## config.mk

```make
export PLATFORM = sky130hd
export DESIGN_NAME = countdown_timer_flat
export DESIGN_NICKNAME = d
export VERILOG_FILES = /design/src/rtl/countdown_timer_pkg.sv /design/src/rtl/countdown_timer_if.sv /design/src/rtl/countdown_timer_btn_edge.sv /design/src/rtl/countdown_timer.sv /design/src/flat_wrapper.sv
export SDC_FILE = /design/constraint.sdc
export NUM_CORES = 1
export LEC_CHECK = 0
export CORE_MARGIN = 8
export CORE_UTILIZATION = 60
export DETAILED_ROUTE_END_ITERATION = 6
export GPL_ROUTABILITY_DRIVEN = 1
export PLACE_DENSITY = 0.8
export SLEW_MARGIN = 10
export SYNTH_ARGS = -nofsm -noshare
export SYNTH_HDL_FRONTEND = slang
export SYNTH_SLANG_ARGS = --single-unit
```

## constraint.sdc

```tcl
create_clock -name clk -period 5.6 [get_ports clk]
set_input_delay 1.12 -clock clk [delete_from_list [all_inputs] [get_ports clk]]
set_output_delay 1.12 -clock clk [all_outputs]
set_load 0.02 [all_outputs]
```

## src/rtl/countdown_timer_pkg.sv

```systemverilog
// Shared types and constants for the minutes:seconds countdown timer.
// Holds the FSM state encoding and the wrap-around field step helper.
package clock_pkg;

  localparam int TIME_W = 6;

  typedef logic [1:0] state_t;

  localparam state_t ST_SET   = 2'd0;
  localparam state_t ST_RUN   = 2'd1;
  localparam state_t ST_PAUSE = 2'd2;
  localparam state_t ST_DONE  = 2'd3;

  localparam logic [TIME_W-1:0] SEC_MAX = TIME_W'(59);

  // One edit step on a time field that wraps between 0 and top in both directions.
  function automatic logic [TIME_W-1:0] wrap_step(
    input logic [TIME_W-1:0] val,
    input logic [TIME_W-1:0] top,
    input logic              up
  );
    if (up) begin
      return (val >= top) ? '0 : val + TIME_W'(1);
    end
    return (val == '0) ? top : val - TIME_W'(1);
  endfunction

endpackage

```

## src/rtl/countdown_timer_if.sv

```systemverilog
// Front-panel bundle of the countdown timer: switches and buttons in, display and alarm out.
// The master side is the board (or bench), the slave side is the timer.
interface countdown_timer_if;
  import clock_pkg::*;

  logic              mode;
  logic              sel_field;
  logic              btn_inc_n;
  logic              btn_dec_n;
  logic              btn_start_n;
  logic [TIME_W-1:0] seconds;
  logic [TIME_W-1:0] minutes;
  logic              running;
  logic              alarm;
  logic              expired;

  modport master (
    output mode, sel_field, btn_inc_n, btn_dec_n, btn_start_n,
    input  seconds, minutes, running, alarm, expired
  );

  modport slave (
    input  mode, sel_field, btn_inc_n, btn_dec_n, btn_start_n,
    output seconds, minutes, running, alarm, expired
  );
endinterface

```

## src/rtl/countdown_timer_btn_edge.sv

```systemverilog
// Two-flop synchroniser for an active-low asynchronous input plus a one-cycle
// pulse on the falling edge of the synchronised level; all flops release high.
module btn_edge (
  input  logic clk,
  input  logic rst_n,
  input  logic btn_n,
  output logic sync_n,
  output logic fall
);

  logic meta_q, meta_d;
  logic sync_q, sync_d;
  logic prev_q, prev_d;

  always_comb begin
    meta_d = btn_n;
    sync_d = meta_q;
    prev_d = sync_q;
  end

  always_ff @(posedge clk) begin
    if (!rst_n) begin
      meta_q <= 1'b1;
      sync_q <= 1'b1;
      prev_q <= 1'b1;
    end else begin
      meta_q <= meta_d;
      sync_q <= sync_d;
      prev_q <= prev_d;
    end
  end

  assign sync_n = sync_q;
  assign fall   = prev_q & ~sync_q;

endmodule

```

## src/rtl/countdown_timer.sv

```systemverilog
// Minutes:seconds countdown timer with button-edited preset, pause/resume and alarm.
// Define COUNTDOWN_AUTO_RELOAD_EN to reload the preset and keep running on expiry.
module countdown_timer
  import clock_pkg::*;
#(
  parameter int CLK_HZ  = 50000000,
  parameter int MAX_MIN = 59
) (
  input  logic             clk,
  input  logic             rst_n,
  countdown_timer_if.slave bus
);

  localparam int                PRESC_W   = (CLK_HZ > 1) ? $clog2(CLK_HZ) : 1;
  localparam logic [PRESC_W-1:0] PRESC_MAX = PRESC_W'(CLK_HZ - 1);
  localparam logic [TIME_W-1:0]  MIN_MAX   = TIME_W'(MAX_MIN);

  // Bit 3 carries the inverted mode switch so its released level is "mode low".
  logic [3:0] raw_n;
  logic [3:0] sync_n;
  logic [3:0] fall;

  assign raw_n = {~bus.mode, bus.btn_start_n, bus.btn_dec_n, bus.btn_inc_n};

  genvar gi;
  generate
    for (gi = 0; gi < 4; gi++) begin : g_sync
      btn_edge u_btn_edge (
        .clk    (clk),
        .rst_n  (rst_n),
        .btn_n  (raw_n[gi]),
        .sync_n (sync_n[gi]),
        .fall   (fall[gi])
      );
    end
  endgenerate

  logic inc_p, dec_p, start_p, mode_sync;
  logic unused_sync;

  assign inc_p       = fall[0];
  assign dec_p       = fall[1];
  assign start_p     = fall[2];
  assign mode_sync   = ~sync_n[3];
  assign unused_sync = &{sync_n[2:0], fall[3]};

  state_t             state_q, state_d;
  logic [TIME_W-1:0]  sec_q, sec_d;
  logic [TIME_W-1:0]  min_q, min_d;
  logic [TIME_W-1:0]  pre_sec_q, pre_sec_d;
  logic [TIME_W-1:0]  pre_min_q, pre_min_d;
  logic [PRESC_W-1:0] presc_q, presc_d;
  logic               expired_q, expired_d;

  logic              tick;
  logic              time_zero;
  logic              tick_zero;
  logic [TIME_W-1:0] tick_sec;
  logic [TIME_W-1:0] tick_min;

  // Time after one second has elapsed, borrowing a minute when seconds are exhausted.
  always_comb begin
    tick      = (presc_q == PRESC_MAX);
    time_zero = (sec_q == '0) && (min_q == '0);
    tick_sec  = sec_q - TIME_W'(1);
    tick_min  = min_q;
    if (sec_q == '0) begin
      tick_sec = SEC_MAX;
      tick_min = min_q - TIME_W'(1);
    end
    tick_zero = (tick_sec == '0) && (tick_min == '0);
  end

  always_comb begin
    state_d   = state_q;
    sec_d     = sec_q;
    min_d     = min_q;
    pre_sec_d = pre_sec_q;
    pre_min_d = pre_min_q;
    presc_d   = presc_q;
    expired_d = 1'b0;

    if (mode_sync && (state_q != ST_SET)) begin
      state_d = ST_SET;
      presc_d = '0;
    end else begin
      case (state_q)
        ST_SET: begin
          // A start press always wins over an edit landing in the same cycle.
          if (start_p) begin
            if (!mode_sync && !time_zero) begin
              state_d   = ST_RUN;
              pre_sec_d = sec_q;
              pre_min_d = min_q;
              presc_d   = '0;
            end
          end else if (inc_p != dec_p) begin
            if (bus.sel_field) begin
              min_d = wrap_step(min_q, MIN_MAX, inc_p);
            end else begin
              sec_d = wrap_step(sec_q, SEC_MAX, inc_p);
            end
          end
        end
        ST_RUN: begin
          if (start_p) begin
            state_d = ST_PAUSE;
          end else if (tick) begin
            presc_d = '0;
            if (tick_zero) begin
              expired_d = 1'b1;
`ifdef COUNTDOWN_AUTO_RELOAD_EN
              sec_d = pre_sec_q;
              min_d = pre_min_q;
`else
              sec_d   = '0;
              min_d   = '0;
              state_d = ST_DONE;
`endif
            end else begin
              sec_d = tick_sec;
              min_d = tick_min;
            end
          end else begin
            presc_d = presc_q + PRESC_W'(1);
          end
        end
        ST_PAUSE: begin
          if (start_p) begin
            state_d = ST_RUN;
          end
        end
        ST_DONE: begin
          if (start_p) begin
            state_d = ST_SET;
            sec_d   = pre_sec_q;
            min_d   = pre_min_q;
          end
        end
        default: begin
          state_d = ST_SET;
        end
      endcase
    end
  end

  always_ff @(posedge clk) begin
    if (!rst_n) begin
      state_q   <= ST_SET;
      sec_q     <= '0;
      min_q     <= '0;
      pre_sec_q <= '0;
      pre_min_q <= '0;
      presc_q   <= '0;
      expired_q <= 1'b0;
    end else begin
      state_q   <= state_d;
      sec_q     <= sec_d;
      min_q     <= min_d;
      pre_sec_q <= pre_sec_d;
      pre_min_q <= pre_min_d;
      presc_q   <= presc_d;
      expired_q <= expired_d;
    end
  end

  assign bus.seconds = sec_q;
  assign bus.minutes = min_q;
  assign bus.running = (state_q == ST_RUN);
  assign bus.expired = expired_q;
`ifdef COUNTDOWN_AUTO_RELOAD_EN
  assign bus.alarm   = expired_q;
`else
  assign bus.alarm   = (state_q == ST_DONE);
`endif

endmodule

```

## src/flat_wrapper.sv

```systemverilog
// flat-port wrapper written by rule: the top's interface ports become plain ports
module countdown_timer_flat import clock_pkg::*;
#(
  parameter int CLK_HZ  = 50000000,
  parameter int MAX_MIN = 59
)
  (clk, rst_n, bus_mode, bus_sel_field, bus_btn_inc_n, bus_btn_dec_n, bus_btn_start_n, bus_seconds, bus_minutes, bus_running, bus_alarm, bus_expired);
  countdown_timer_if bus_i ();
  input  logic clk;
  input  logic rst_n;
  input wire logic [$bits(bus_i.mode)-1:0] bus_mode;
  input wire logic [$bits(bus_i.sel_field)-1:0] bus_sel_field;
  input wire logic [$bits(bus_i.btn_inc_n)-1:0] bus_btn_inc_n;
  input wire logic [$bits(bus_i.btn_dec_n)-1:0] bus_btn_dec_n;
  input wire logic [$bits(bus_i.btn_start_n)-1:0] bus_btn_start_n;
  output wire logic [$bits(bus_i.seconds)-1:0] bus_seconds;
  output wire logic [$bits(bus_i.minutes)-1:0] bus_minutes;
  output wire logic [$bits(bus_i.running)-1:0] bus_running;
  output wire logic [$bits(bus_i.alarm)-1:0] bus_alarm;
  output wire logic [$bits(bus_i.expired)-1:0] bus_expired;
  assign bus_i.mode = bus_mode;
  assign bus_i.sel_field = bus_sel_field;
  assign bus_i.btn_inc_n = bus_btn_inc_n;
  assign bus_i.btn_dec_n = bus_btn_dec_n;
  assign bus_i.btn_start_n = bus_btn_start_n;
  assign bus_seconds = bus_i.seconds;
  assign bus_minutes = bus_i.minutes;
  assign bus_running = bus_i.running;
  assign bus_alarm = bus_i.alarm;
  assign bus_expired = bus_i.expired;
  countdown_timer #(.CLK_HZ(CLK_HZ), .MAX_MIN(MAX_MIN)) u_core (.clk(clk), .rst_n(rst_n), .bus(bus_i));
endmodule
```

**Word-level counts from Yosys, hierarchy flattened**

Index checks and enable logic that the tools add are counted.

- Add/sub/neg operators: 5
- Multiply operators: 0
- Divide/modulo/power cells: 0
- Order comparisons: 2
- Eq/ne operators: 17
- Shift-type cells: 0
- Muxes and demuxes: 50
- Bitwise operators: 12
- Reductions and logical operators: 20

Operator list:

| kind | number |
|---|---|
| $mux W6 | 23 |
| $mux W26 | 4 |
| $pmux W26 S2 | 1 |
| $pmux W6 S3 | 2 |
| $add A26 B1 Y26 const B | 1 |
| $eq A26 B26 Y1 const B | 1 |
| $logic_not A6 Y1 | 4 |
| $reduce_and A8 Y1 | 2 |
| $mux W2 | 7 |
| $add A6 B1 Y6 const B | 2 |
| $ge A6 B6 Y1 const B | 2 |
| $mux W1 | 12 |
| $ne A2 B2 Y1 const B | 6 |
| $sub A6 B1 Y6 const B | 2 |
| $not A1 Y1 | 9 |
| $ne A2 B1 Y1 const B | 4 |
| $pmux W2 S4 | 1 |
| $reduce_and A4 Y1 | 2 |
| $ne A3 B1 Y1 const B | 2 |
| $reduce_and A6 Y1 | 1 |
| $reduce_or A5 Y1 | 1 |
| $eq A2 B2 Y1 const B | 2 |
| $logic_and A1 B1 Y1 | 4 |
| $reduce_bool A2 Y1 | 2 |
| other kinds (7) | 9 |

- Flip-flop bits (word level): 64
- Bits in latches: 0
- RAM bits: 0
- Bits in read-only memories: 0
- Bits of input ports: 7
- Word-level logic and storage cells: 124
- Memories: 0

**Depth between registers and ports, before layout**

Gate-level depths: netlist of run 1.

- Depth in word-level cells: 13
- Depth in mapped cells: 10
- Depth with buffers taken out: 8

**Hierarchy**

From an unflattened synthesis of run 1, not the netlist that was laid out.

- Cell total of the unflattened synthesis: 482
- Area total of the unflattened synthesis: 3,836.2 um2

Modules (own cells, without submodules):

| module | times used | cells each | area an instance (um2) | seq. area each (um2) |
|---|---|---|---|---|
| countdown_timer | 1 | 454 | 3,495.9 | 1,061.0 |
| btn_edge | 4 | 7 | 85.1 | 60.1 |

**Least setup slack after synthesis of run 1**

OpenSTA, ideal clock, no wires.

- Path kind: register to register
- Start: reg u_core.min_q[0], in the netlist u_core.bus.minutes[0]
- End: reg u_core.presc_q[25]
- Library setup time: 0.066 ns
- Arrival: 2.382 ns
- Path slack: 3.152 ns
- Cell stages (with the launch flop): 11
- Period minus slack after synthesis: 2.448 ns
- Cell sequence: dfxtp_1 -> clkbuf_1 -> inv_1 -> ha_1 -> nor4b_4 -> nand4_1 -> a21o_1 -> buf_6 -> nand4_4 -> or4_4 -> a21oi_2

- Word-level cells in the longest chain between the ends: 6

RTL lines:

| what | RTL line | RTL |
|---|---|---|
| start, declared | countdown_timer.sv:49 | `logic [TIME_W-1:0] min_q, min_d;` |
| start signal, assigned | countdown_timer.sv:159 | `min_q <= min_d;` |
| $logic_not A6 Y1 | countdown_timer.sv:64 | `time_zero = (sec_q == '0) && (min_q == '0);` |
| $logic_and A1 B1 Y1 | countdown_timer.sv:64 |  |
| $logic_not A1 Y1 | countdown_timer.sv:91 | `if (!mode_sync && !time_zero) begin` |
| $logic_and A1 B1 Y1 | countdown_timer.sv:91 |  |
| $ne A2 B1 Y1 (no source line) | - |  |
| $reduce_and A4 Y1 (no source line) | - |  |
| end signal, assigned | countdown_timer.sv:162 | `presc_q <= presc_d;` |
| end, declared | countdown_timer.sv:52 | `logic [PRESC_W-1:0] presc_q, presc_d;` |

No other way between the ends.
A chain may end at the register's enable or synchronous reset.

**Worst setup path in the final report of run 1**

- Start: reg u_core.state_q[0]
- End: out bus_alarm

- Word-level cells in the longest chain between the ends: 1

RTL lines:

| what | RTL line | RTL |
|---|---|---|
| start, declared | countdown_timer.sv:47 | `state_t state_q, state_d;` |
| start signal, assigned | countdown_timer.sv:157 | `state_q <= state_d;` |
| $eq A2 B2 Y1 | countdown_timer.sv:174 | `assign bus.alarm = (state_q == ST_DONE);` |
| end, declared | flat_wrapper.sv:19 | `output wire logic [$bits(bus_i.alarm)-1:0] bus_alarm;` |

No other way between the ends.

==> results of run 1 <==
==> layer usage <==
layer / GRT usage / vias up / share of wire
li1: - / 1731 / -
met1: 0.2523 / 1651 / 0.42
met2: 0.3811 / 123 / 0.49
met3: 0.03354 / 31 / 0.063
met4: 0.1127 / 0 / 0.029
met5: 0 / - / 0
==> final cells by class <==
cell class                      count  share of cell area
Multi-Input combinational cell    368              0.5604
Clock buffer                       11             0.03381
Inverter                           13             0.01167
Tap cell                           77             0.02304
Clock inverter                      4             0.01077
Timing Repair Buffer               23             0.05386
Sequential cell                    64              0.3064
==> cells by family (layout without fill, tap and decap cells) <==
group,after synthesis,after routing,share of synthesized area
buffers and inverters,44,51,0.04923
multiplexers,1,1,0.002626
XOR/XNOR,22,22,0.05054
AO/OA/AOI/OAI,134,134,0.2389
flip-flops,64,64,0.3361
AND/OR/NAND/NOR,203,203,0.2964
adder cells (fa/ha/maj),8,8,0.02626
==> worst max path at each step <==
stage,cells past startpoint,slack [ns],end
after floorplan,10,3.15,u_core.presc_q[25]
after global placement,6,2.51,u_core.presc_q[13]
after detailed placement,8,2.42,u_core.presc_q[13]
after CTS,2,2.20,bus_alarm
after global routing,8,2.07,u_core.presc_q[13]
final,2,2.13,bus_alarm
==> cells in the mapped netlist (7+ instances only) <==
master / count
nor4_1: 8
a21oi_1: 26
clkbuf_1: 19
o21ai_0: 24
a31oi_1: 8
a21boi_0: 12
ha_1: 8
nand2b_1: 17
dfxtp_1: 64
buf_2: 9
nand2_1: 48
o21a_1: 7
and3_1: 7
and2_1: 7
inv_1: 12
nor2_1: 36
nor2b_1: 7
nand3_1: 18
nand4_1: 9
nor3_1: 12
xnor2_1: 16
==> sequential cells by signal, indices dropped and copies added (netlist names) <==
register                         count
u_core.presc_q                      26
u_core.bus.minutes                   6
u_core.bus.expired                   1
u_core.g_sync.u_btn_edge.meta_q      4
u_core.state_q                       2
u_core.pre_sec_q                     6
u_core.g_sync.u_btn_edge.prev_q      3
u_core.g_sync.u_btn_edge.sync_n      4
u_core.bus.seconds                   6
u_core.pre_min_q                     6
==> worst register-to-register path, cell delays in order (launching register included) <==
cell     delay [ns]
dfxtp_1        0.57
inv_1          0.17
ha_1           0.23
nor4b_4        0.14
and2_1         0.24
a21oi_1        0.75
a211o_1        0.73
o22ai_1        0.14
a22o_1         0.21
==> power by group through the flow <==
stage	combinational, W	sequential [W]	clock (W)
3_5_place_dp	0.000264	0.000516	0
4_1_cts	0.000266	0.000506	0.000396
6_report	0.000268	0.000508	0.000388
5_1_grt	0.000295	0.000511	0.000411
3_3_place_gp	0.000260	0.000515	0
2_1_floorplan	0.000206	0.000503	0
==> stage by stage <==
stage	hold slack (ns)	cell area [µm²]	cells
6_report	0.4177	4182	560
5_1_grt	0.4308	4182	560
4_1_cts	0.4185	4182	560
3_5_place_dp	0.4021	3995	545
3_3_place_gp	0.3900	3995	545
2_1_floorplan	0.3863	3812	476
==> cells in the final DEF, fill, tap and decap left out, types with 8 or more instances in the layout <==
master and n:
nand2_1 48, inv_1 12, dfxtp_1 64, clkdlybuf4s50_1 21, o21ai_0 24, clkbuf_8 10
a31oi_1 8, nor4_1 8, nand3_1 18, a21boi_0 12, nor2_1 36, xnor2_1 16
a21oi_1 26, nor3_1 12, nand2b_1 17, nand4_1 9, ha_1 8
==> key figures, run 1 <==
Status
  – Outcome: finished clean

Floorplan
  – Die Ht: 95.71 µm
  – Ports: 22
  – Initial core utilization: 0.6109
  – Core ar.: 6241 µm²
  – Total Die Area: just over 9000 µm²
  – Num rows: 29
  – Die width: approximately 96 µm

Power and ir drop
  – Pwr Total: around 0.0012 W
  – PwrDens: 278.4 nW/µm²
  – Leak: between 1 and 1.5 nW
  – Sequential share of power: 0.436
  – Clock network fraction of total power: 0.333
  – Internal power: between 0.0007 and 0.0008 W
  – VDD IR max: 0.0002085 V
  – Combinational Power Share: 0.231
  – Sw Share: 0.3205
  – P_sw: ~0.00037 W

Yosys
  – Syn Area/Cell: approximately 8 µm²
  – Netlist cell types: 70
  – Top cells by area, synth: dfxtp_1 (34%), nand2_1 (4.7%), xnor2_1 (3.7%)
  – Post-synth top area cell: dfxtp_1
  – Warnings, synthesis: 0
  – Mapped Nets: 491
  – FFs w/ async S/R, synth: 0
  – Synth Instances: 476
  – Post-Syn Area: between 3000 and 4000 µm²
  – Top cell type's share of synthesized area: 0.3361
  – Register area share after synthesis: 0.3361
  – Post-synth top flop: dfxtp_1
  – Synthesized flop and latch total: 64
  – Post-synth EDFFs: 0

Drt
  – Vias/cell: around 6.3
  – Post-detailed-route wirelength per cell: approximately 17 µm
  – DRC errors left: 0
  – DRT Pass-1 Iters: 5
  – Via count: 3536
  – Drt total wl: ~9.5 mm
  – Antenna Nets Post-Route: 0
  – Initial drt markers: between 300 and 400

Timing
  – Final Hold Vio Count: 0
  – Fin crit share: 0.6205
  – Slew Viols, Final: 0
  – Final total negative setup slack: 0 ns
  – Slack of the critical path: 2.125 ns
  – Setup violations, final: 0
  – Fmax: 287.8 MHz
  – Final Skew: 0.01050 ns
  – Tmin final: approximately 3.5 ns
  – Max transition margin: 0.3639
  – Measured slew at the worst slew-check pin: roughly 0.95 ns
  – RSZ-0062 raised after global routing: false

CTS
  – Skew-Pair Late Insertion Delay: roughly 0.34 ns
  – Total CTS buffers: 9
  – Clock Sinks: 64
  – Root buf cell: clkbuf_8
  – Post-CTS Hold Buffers: 0
  – Post_cts resized: 0
  – CTS tree: done
  – Post-CTS Setup Inserts: 0
  – # H-tree levels: 3
  – Maximum root-to-sink buffer count: 2
  – Clock transition at path regs: approximately 0.07 ns

Final layout
  – Layout area overhead: 9.682%
  – Share of layout cells above drive strength 1: 0.06625
  – Layout Nets: between 400 and 500
  – Register area: 1281 µm²
  – Final Core Density: 0.6700
  – N_diodes: 0
  – FILL cells: approximately 540
  – Area occupied by multi-input gates: ~2300 µm²

Critical path
  – Delay-heaviest family, CP: flip-flops
  – Critical Path Source: u_core.state_q[0]
  – WP data arrival: between 2 and 2.5 ns
  – Crit Reg-Reg Endpoint: u_core.presc_q[13]
  – R2R Setup Slk: ~2.3 ns
  – Critical Path RT: around 4.5 ns
  – Critical Path Sink Type: output pin
  – CP max stage cell: dfxtp_1
  – Critical path launch point type: flop
  – WS Path Type: reg2out
  – Critical R2R Launch: u_core.bus.minutes[0]
  – Worst R2R Path Depth: 8
  – Crit path max fanout: 21
  – Critical-path cell list: and2_1, clkdlybuf4s50_1
  – Worst path max stage delay: between 0.9 and 1 ns
  – Critical path buffer and inverter count: 1

Min path
  – Worst Hold Launch: u_core.g_sync[3].u_btn_edge.meta_q
  – Worst Hold Class: reg2reg
  – WHS Path Cells: 1
  – WHS Endpoint: u_core.g_sync[3].u_btn_edge.sync_n

Global routing
  – Total Routing Usage GR: 0.2182
  – First-pass GRT wire length: ~16 mm
  – Total grt overflow: 0
  – Pin count of the biggest net entering global routing: 40
  – Initial antenna violation count: 0
  – Vias in the first global route: roughly 3400

Run
  – Max Cap Violations: 0

Placement
  – DP Worst Slack: 2.420 ns
  – RePlAce Congestion: ~0.95
  – Port bufs: 21
  – Final HPWL DP: roughly 6.7 mm
No activity file was read; power rests on OpenSTA's default activity.
==> run 2: changes to the inputs <==
Clock period 5.6 ns to 3.4 ns, I/O delays scaled along.
==> key figures, run 2 (synthesis gave the netlist of run 1 again) <==
Timing
  – Tmin final: between 2 and 3 ns
  – Slew Viols, Final: 0
  – Max transition margin: 0.4200
  – Fmax: approximately 330 MHz
  – Final Hold Vio Count: 0
  – Measured slew at the worst slew-check pin: slightly below 0.9 ns
  – Fin crit share: 0.8806
  – Final total negative setup slack: 0 ns
  – Setup violations, final: 0
  – RSZ-0062 raised after global routing: false
  – Final Skew: 0.009573 ns

Critical path
  – Critical-path cell list: and2_1, clkdlybuf4s50_1
  – CP max stage cell: dfxtp_1
  – Critical path launch point type: flop
  – Delay-heaviest family, CP: flip-flops
  – WS Path Type: reg2out
  – WP data arrival: 2.31 ns
  – Worst path max stage delay: 0.90 ns
  – Crit path max fanout: 21
  – Critical Path RT: 2.72 ns
  – Critical path buffer and inverter count: 1
  – Critical Path Sink Type: output pin

CTS
  – Root buf cell: clkbuf_8
  – Clock Sinks: between 60 and 70
  – # H-tree levels: 3
  – Total CTS buffers: 9
  – CTS tree: done
  – Skew-Pair Late Insertion Delay: between 0.3 and 0.4 ns
  – Post-CTS Setup Inserts: 0
  – Post-CTS Hold Buffers: 0
  – Post_cts resized: 0
  – Clock transition at path regs: roughly 0.080 ns
  – Maximum root-to-sink buffer count: 2

Drt
  – DRT Pass-1 Iters: 5
  – Initial drt markers: around 270
  – Antenna Nets Post-Route: 0
  – Via count: roughly 3600
  – DRC errors left: 0
  – Post-detailed-route wirelength per cell: roughly 17 µm
  – Drt total wl: 9.555 mm
  – Vias/cell: between 6 and 7

Global routing
  – Vias in the first global route: between 3000 and 4000
  – First-pass GRT wire length: 15.90 mm
  – Total Routing Usage GR: 0.2203
  – Pin count of the biggest net entering global routing: 39
  – Initial antenna violation count: 0
  – Total grt overflow: 0

Placement
  – Placed Area: 4018 µm²
  – RePlAce Congestion: about 0.94
  – Port bufs: 21
  – Final HPWL DP: between 6 and 7 mm

Power and ir drop
  – PwrDens: around 460 nW/µm²
  – Leak: 1.441 nW
  – VDD IR max: ~0.00025 V

Final layout
  – Reg with most FFs: u_core.presc_q
  – Largest register FFs: 26
  – N_diodes: 0
  – Finished Cell Area: between 4000 and 5000 µm²
  – FILL cells: around 530
  – Share of layout cells above drive strength 1: 0.07598
  – Commonest non-fill, non-tap cells in the layout: dfxtp_1 (64), nand2_1 (48), nor2_1 (36)
  – Most common cell after layout, fill and taps aside: dfxtp_1
  – Layout area overhead: 10.73%
  – Layout Nets: 497

Floorplan
  – Total Die Area: between 9000 and 10000 µm²
  – Core ar.: about 6200 µm²
  – Initial core utilization: 0.6109
  – Num rows: 29
  – Die width: ~96 µm
  – Ports: 22
  – Die Ht: about 96 µm

Status
  – Outcome: finished clean

Min path
  – Worst Hold Class: reg2reg

Run
  – Max Cap Violations: 0
-- run 2: path summary, 6_finish.rpt --
| check | start | endpoint | slack [ns] | depth (start not counted) |
|---|---|---|---|---|
| worst max register to register | u_core.bus.seconds[0] | u_core.presc_q[25] | 0.72 | 8 |
| worst min-delay path | u_core.g_sync[3].u_btn_edge.meta_q | u_core.g_sync[3].u_btn_edge.sync_n | 0.41 | 1 |
| worst max-delay path | u_core.state_q[0] | bus_alarm | 0.41 | 2 |
| worst min register to register | u_core.g_sync[3].u_btn_edge.meta_q | u_core.g_sync[3].u_btn_edge.sync_n | 0.41 | 1 |
-- run 2: area by class of cell --
type	instances	area, µm²	area share
clock buffers	9	123.9	0.02934
clock inverters	7	80.08	0.01897
inverters	13	48.80	0.01156
multi-input cells	368	2344	0.5551
flip-flops and latches	64	1281	0.3035
well taps	77	96.34	0.02282
repair buffers	26	247.7	0.05868
-- run 2: worst reg2reg max path: cells and delay by family, from the launching register on --
| family | cells | cell delay [ns] |
|---|---|---|
| compound gates | 2 | 0.50 |
| buf+inv | 1 | 0.15 |
| simple gates | 4 | 1.17 |
| fa+ha+maj | 1 | 0.26 |
| flops | 1 | 0.53 |
-- run 2: power breakdown --
group,switching [W],total (W),internal [W]
clock network,0.000318,0.000662,0.000344
logic,0.000276,0.000457,0.000182
registers,0.0000543,0.000828,0.000774
total,0.000647,0.00195,0.00130
-- run 2: routing by layer --
layer / track usage / part of all wire / vias to the layer above
li1: - / - / 1749
met1: 0.2660 / 0.41 / 1661
met2: 0.3611 / 0.49 / 163
met3: 0.04056 / 0.070 / 35
met4: 0.1255 / 0.032 / 0
met5: 0 / 0 / -
-- run 2: through the flow --
stage / setup WS, ns / hold slack [ns] / power (W) / util / std cells
2_1_floorplan: 0.9522 / 0.3863 / 0.001169 / - / 476
3_3_place_gp: 0.8428 / 0.3890 / 0.001286 / 0.6437 / 548
3_5_place_dp: 0.7708 / 0.3932 / 0.001289 / 0.6437 / 548
6_report: 0.4060 / 0.4093 / 0.001947 / 0.6764 / 564
5_1_grt: 0.3302 / 0.4330 / 0.002040 / 0.6764 / 564
4_1_cts: 0.4680 / 0.4124 / 0.001953 / 0.6764 / 564
